--- src/rtl/hazard_ctrl.sv ---
// hazard_ctrl: pipeline hazard FSM issuing load-use stalls, multiply/divide holds and branch redirects.
// Optional HAZARD_PERF_EN adds stall/redirect performance counters.
module hazard_ctrl #(
    parameter int MDU_CYCLES = 4,
    parameter int REG_W      = 5
) (
    input  logic             clock,
    input  logic             reset,
    input  logic [REG_W-1:0] id_rs,
    input  logic [REG_W-1:0] id_rt,
    input  logic             id_use_rs,
    input  logic             id_use_rt,
    input  logic             ex_load,
    input  logic [REG_W-1:0] ex_rd,
    input  logic             br_taken,
    input  logic [0:31]      br_target,
    input  logic             mdu_start,
    output logic             stall,
    output logic             pc_pulse,
    output logic [0:31]      pc_in,
    output logic             flush_id,
    output logic             hold_ex
`ifdef HAZARD_PERF_EN
    ,
    output logic [31:0]      perf_stall_cnt,
    output logic [31:0]      perf_flush_cnt
`endif
);
    typedef enum logic [1:0] {RUN, LD_STALL, MDU_BUSY, REDIRECT} state_t;

    state_t     state, nxt;
    logic [3:0] cnt, cnt_nxt;
    logic       hazard;

    assign hazard = ex_load && ex_rd != '0 &&
                    ((id_use_rs && id_rs == ex_rd) || (id_use_rt && id_rt == ex_rd));

    always_comb begin
        nxt     = state;
        cnt_nxt = cnt;
        case (state)
            RUN: begin
                if (br_taken)
                    nxt = REDIRECT;
                else if (mdu_start) begin
                    nxt     = MDU_BUSY;
                    cnt_nxt = 4'(MDU_CYCLES - 1);
                end else if (hazard)
                    nxt = LD_STALL;
            end
            MDU_BUSY: begin
                nxt     = cnt == 4'd0 ? RUN : MDU_BUSY;
                cnt_nxt = cnt == 4'd0 ? 4'd0 : cnt - 4'd1;
            end
            default: nxt = RUN;
        endcase
    end

    // Outputs are decoded from the next state so they register on the same edge as the state.
    always_ff @(posedge clock) begin
        if (reset) begin
            state    <= RUN;
            cnt      <= 4'd0;
            stall    <= 1'b0;
            hold_ex  <= 1'b0;
            pc_pulse <= 1'b0;
            flush_id <= 1'b0;
            pc_in    <= '0;
        end else begin
            state    <= nxt;
            cnt      <= cnt_nxt;
            stall    <= nxt == LD_STALL || nxt == MDU_BUSY;
            hold_ex  <= nxt == MDU_BUSY;
            pc_pulse <= nxt == REDIRECT;
            flush_id <= nxt == REDIRECT;
            if (nxt == REDIRECT)
                pc_in <= br_target;
        end
    end

`ifdef HAZARD_PERF_EN
    always_ff @(posedge clock) begin
        if (reset) begin
            perf_stall_cnt <= '0;
            perf_flush_cnt <= '0;
        end else begin
            perf_stall_cnt <= perf_stall_cnt + 32'(stall);
            perf_flush_cnt <= perf_flush_cnt + 32'(pc_pulse);
        end
    end
`endif
endmodule
--- config.mk ---
export PLATFORM = sky130hd
export DESIGN_NAME = hazard_ctrl
export DESIGN_NICKNAME = d
export VERILOG_FILES = /design/src/rtl/hazard_ctrl.sv
export SDC_FILE = /design/constraint.sdc
export NUM_CORES = 1
export LEC_CHECK = 0
export ABC_AREA = 1
export BUFFER_PORTS_ARGS = -buffer_cell sky130_fd_sc_hd__buf_4
export CORE_ASPECT_RATIO = 2
export CORE_MARGIN = 4
export CORE_UTILIZATION = 35
export DETAILED_ROUTE_END_ITERATION = 7
export SYNTH_ARGS = -nofsm -noshare
export SYNTH_HDL_FRONTEND = slang
export SYNTH_SLANG_ARGS = --single-unit
--- constraint.sdc ---
create_clock -name clock -period 2.18 [get_ports clock]
set_clock_uncertainty 0.2 [all_clocks]
set_input_delay 0.218 -clock clock [delete_from_list [all_inputs] [get_ports clock]]
set_output_delay 0.218 -clock clock [all_outputs]
set_load 0.02 [all_outputs]
==> flow_summary.toml <==
[cells_and_area]
regArea_um2 = 821
antennaDiodeCount = 0
finish.instance_area_mm2 = 0.00287
area_delta_synth_final_pct = 64.8
drive_gt1_frac = 0.292
nFillCells = 484
instances_no_fill = 427
nNetsFinal = 426
multi_input_area_um2 = 758

[drt]
ant_nets = 0
vias = 1953
drt_iter0_markers = 52
first_pass_iters = 4
drc = 0
wl_um = 5250
viasPerCell = 4.57
wire_per_inst_um = 12.3

[setup_path]
slowest_stage = "dfxtp_1"
cp-startpoint = "cnt[0]"
r2r_start = "cnt[0]"
max_stage_delay_ns = 0.31
worstSetupPathType = "flip-flop to flip-flop"
cpMostUsedCell = "nand2_1"
path_max_fanout = 32
critPathLaunchType = "flip-flop"
crit_chain = "inv_1 > nand2_1 > nor2_1 > nand2_1 > nand2_1 > nand2_1 > ha_1 > inv_1 > buf_12 > nand2_1 > a21oi_1"
cp_data_required_time_ns = 2.20
crit_path_end_kind = "flip-flop"
worstPathArrival_ns = 1.94

[die]
ios = 90
die_y_um = 108
core-area_mm2 = 0.00486
start_util = 0.358
die_x_um = 57.9
fp.dieArea_mm2 = 0.00624
placementRows = 36

[min_path]
hp-start = "br_target[11]"
hp-class = "primary input to flip-flop"

[place]
place_inst = 390
placedInstanceArea_mm2 = 0.00246
routabilityCongestion = 0.742
hpwl_um = 3780
io_buffer_count = 89

[timing]
worstMarginPinSlew_ns = 0.431
max_slew_margin = 0.713
finalSetupViolCount = 0
fin_tns_setup_ns = 0
finalCritPeriodShare = 0.881
period_minus_slack_ns = 1.92
fmax_ghz = 0.521
rsz0062_at_grt = "no"
holdWs_ns = 0.00148
hold_viol = 0
slew_violations = 0

[logic_synthesis]
synth_compound_area_frac = 0.126
synth_mux_area_frac = 0
yosys.area_share.adder = 0.0216
syn_inst = 255
synth_top_family_by_area = "simple AND/OR/NAND/NOR gates"
synthSimpleGateAreaFrac = 0.287
synth_cell_types = 20
yosys_warnings = 0
ys_seq_elements = 41
syn_area_per_cell_um2 = 6.83
synth_nets = 312
synth_xor_area_frac = 0
synthesis.area_mm2 = 0.00174
ys_seq_area_frac = 0.471

[clock_tree]
cts_buffer_depth = 2
clkTransAtPathRegs_ns = 0.08
tritoncts = "built"
cts_resized = 0
htree_num_levels = 2
clock-sinks = 41
clock_latency_ns = 0.29
cts_buffers = 5
cts_root_buffer = "clkbuf_8"

[power_and_ir_drop]
p_leak_nw = 1.39
ir_drop_uv = 464
fin_total_pwr_mw = 1.98
pwr_density_cell_mw_per_mm2 = 692

[global_routing]
first_global_vias = 1878
antenna_found_initial = 0
grt_pass1_wl_um = 8380
gr-usage-all-layers = 0.173
grt_max_degree = 42
grt_overflow_total = 0

[outcome]
outcome = "finished, final reports clean"

[run]
drv_cap = 0
## critical path, delay by kind of cell (launching register included)
kind	cells	cell delay [ns]
adders and majority gates	1	0.26
and+or+nand+nor	6	0.58
AOI/OAI and AO/OA	1	0.13
buffers and inverters	3	0.38
DFF	1	0.31
## Yosys cell counts (all sizes together)
| master | count | area (um^2) |
|---|---|---|
| nand3 | 4 | 20.0 |
| nand2 | 105 | 402 |
| buf | 6 | 31.3 |
| nand4 | 1 | 6.26 |
| a211oi | 2 | 15.0 |
| nor2 | 15 | 61.3 |
| ha | 3 | 37.5 |
| a21oi | 36 | 180 |
| or2 | 1 | 6.26 |
| o21ai | 5 | 25.0 |
| clkbuf | 7 | 26.3 |
| nor3 | 1 | 5.00 |
| inv | 28 | 105 |
| dfxtp | 41 | 821 |
## layout by cell type, fill, tap and decap left out
| cell type | Yosys | routed |
|---|---|---|
| nand2_2 | 3 | 3 |
| nand4_1 | 1 | 1 |
| dfxtp_1 | 41 | 41 |
| nor3_1 | 1 | 1 |
| a211oi_1 | 2 | 2 |
| nor2_1 | 13 | 13 |
| a21oi_1 | 36 | 36 |
| nand3_1 | 4 | 4 |
| nand2_1 | 102 | 102 |
| o21ai_0 | 4 | 4 |
| bufinv_16 | 0 | 1 |
| o21ai_1 | 1 | 1 |
| nor2_2 | 2 | 2 |
| inv_1 | 23 | 23 |
| buf_4 | 1 | 89 |
| clkbuf_1 | 7 | 1 |
| dlygate4sd3_1 | 0 | 29 |
| clkbuf_8 | 0 | 6 |
| inv_2 | 5 | 5 |
| or2_1 | 1 | 1 |
| ha_1 | 3 | 3 |
| buf_12 | 0 | 2 |
## kinds of logic after synthesis
kind of cell	Yosys count
simple gates	127
fa+ha+maj	3
compound gates	43
buf+inv	41
flops	41
## cell type report
cell class | count | share of cell area
multi-input combinational | 173 | 0.264
clock buffer | 7 | 0.0301
sequential | 41 | 0.286
clock inverter | 1 | 0.0105
inverter | 28 | 0.0366
tap | 57 | 0.0248
timing repair buffer | 120 | 0.348
## metrics by stage
stage           util  setup slack (ns)
3_3_place_gp   0.506             0.213
4_1_cts        0.590             0.251
2_1_floorplan      -             0.394
6_report       0.590             0.259
3_5_place_dp   0.506             0.176
5_1_grt        0.590            0.0305
## power by group
group	switching (mW)	internal [mW]
combinational	0.272	0.243
clock	0.256	0.373
sequential	0.0306	0.809
total	0.559	1.43
## metal layers
metal  global-route usage  wire length (um)
met2                0.341              3060
met3               0.0264               294
met4               0.0697                95
met1                0.168              1800
met5                    0                 0
## worst paths after layout
kind | end | cells after the start | slack, ns
setup / recovery | pc_in[3] | 11 | 0.26
hold reg to reg | pc_in[26] | 2 | 0.26
hold / removal | pc_in[11] | 3 | 0.001
setup reg to reg | pc_in[3] | 11 | 0.26
## repair_timing
action / in CTS / in global routing
endpoints found under the hold margin: 29 / 0
hold buffers: 29 / 0
setup buffers: 0 / 0
## flip-flops by register name, summed over array words and instances (netlist names)
signal / count
stall: 1
pc_in: 32
state: 2
cnt: 4
hold_ex: 1
flush_id: 1
No activity file was read; power rests on OpenSTA's default activity.
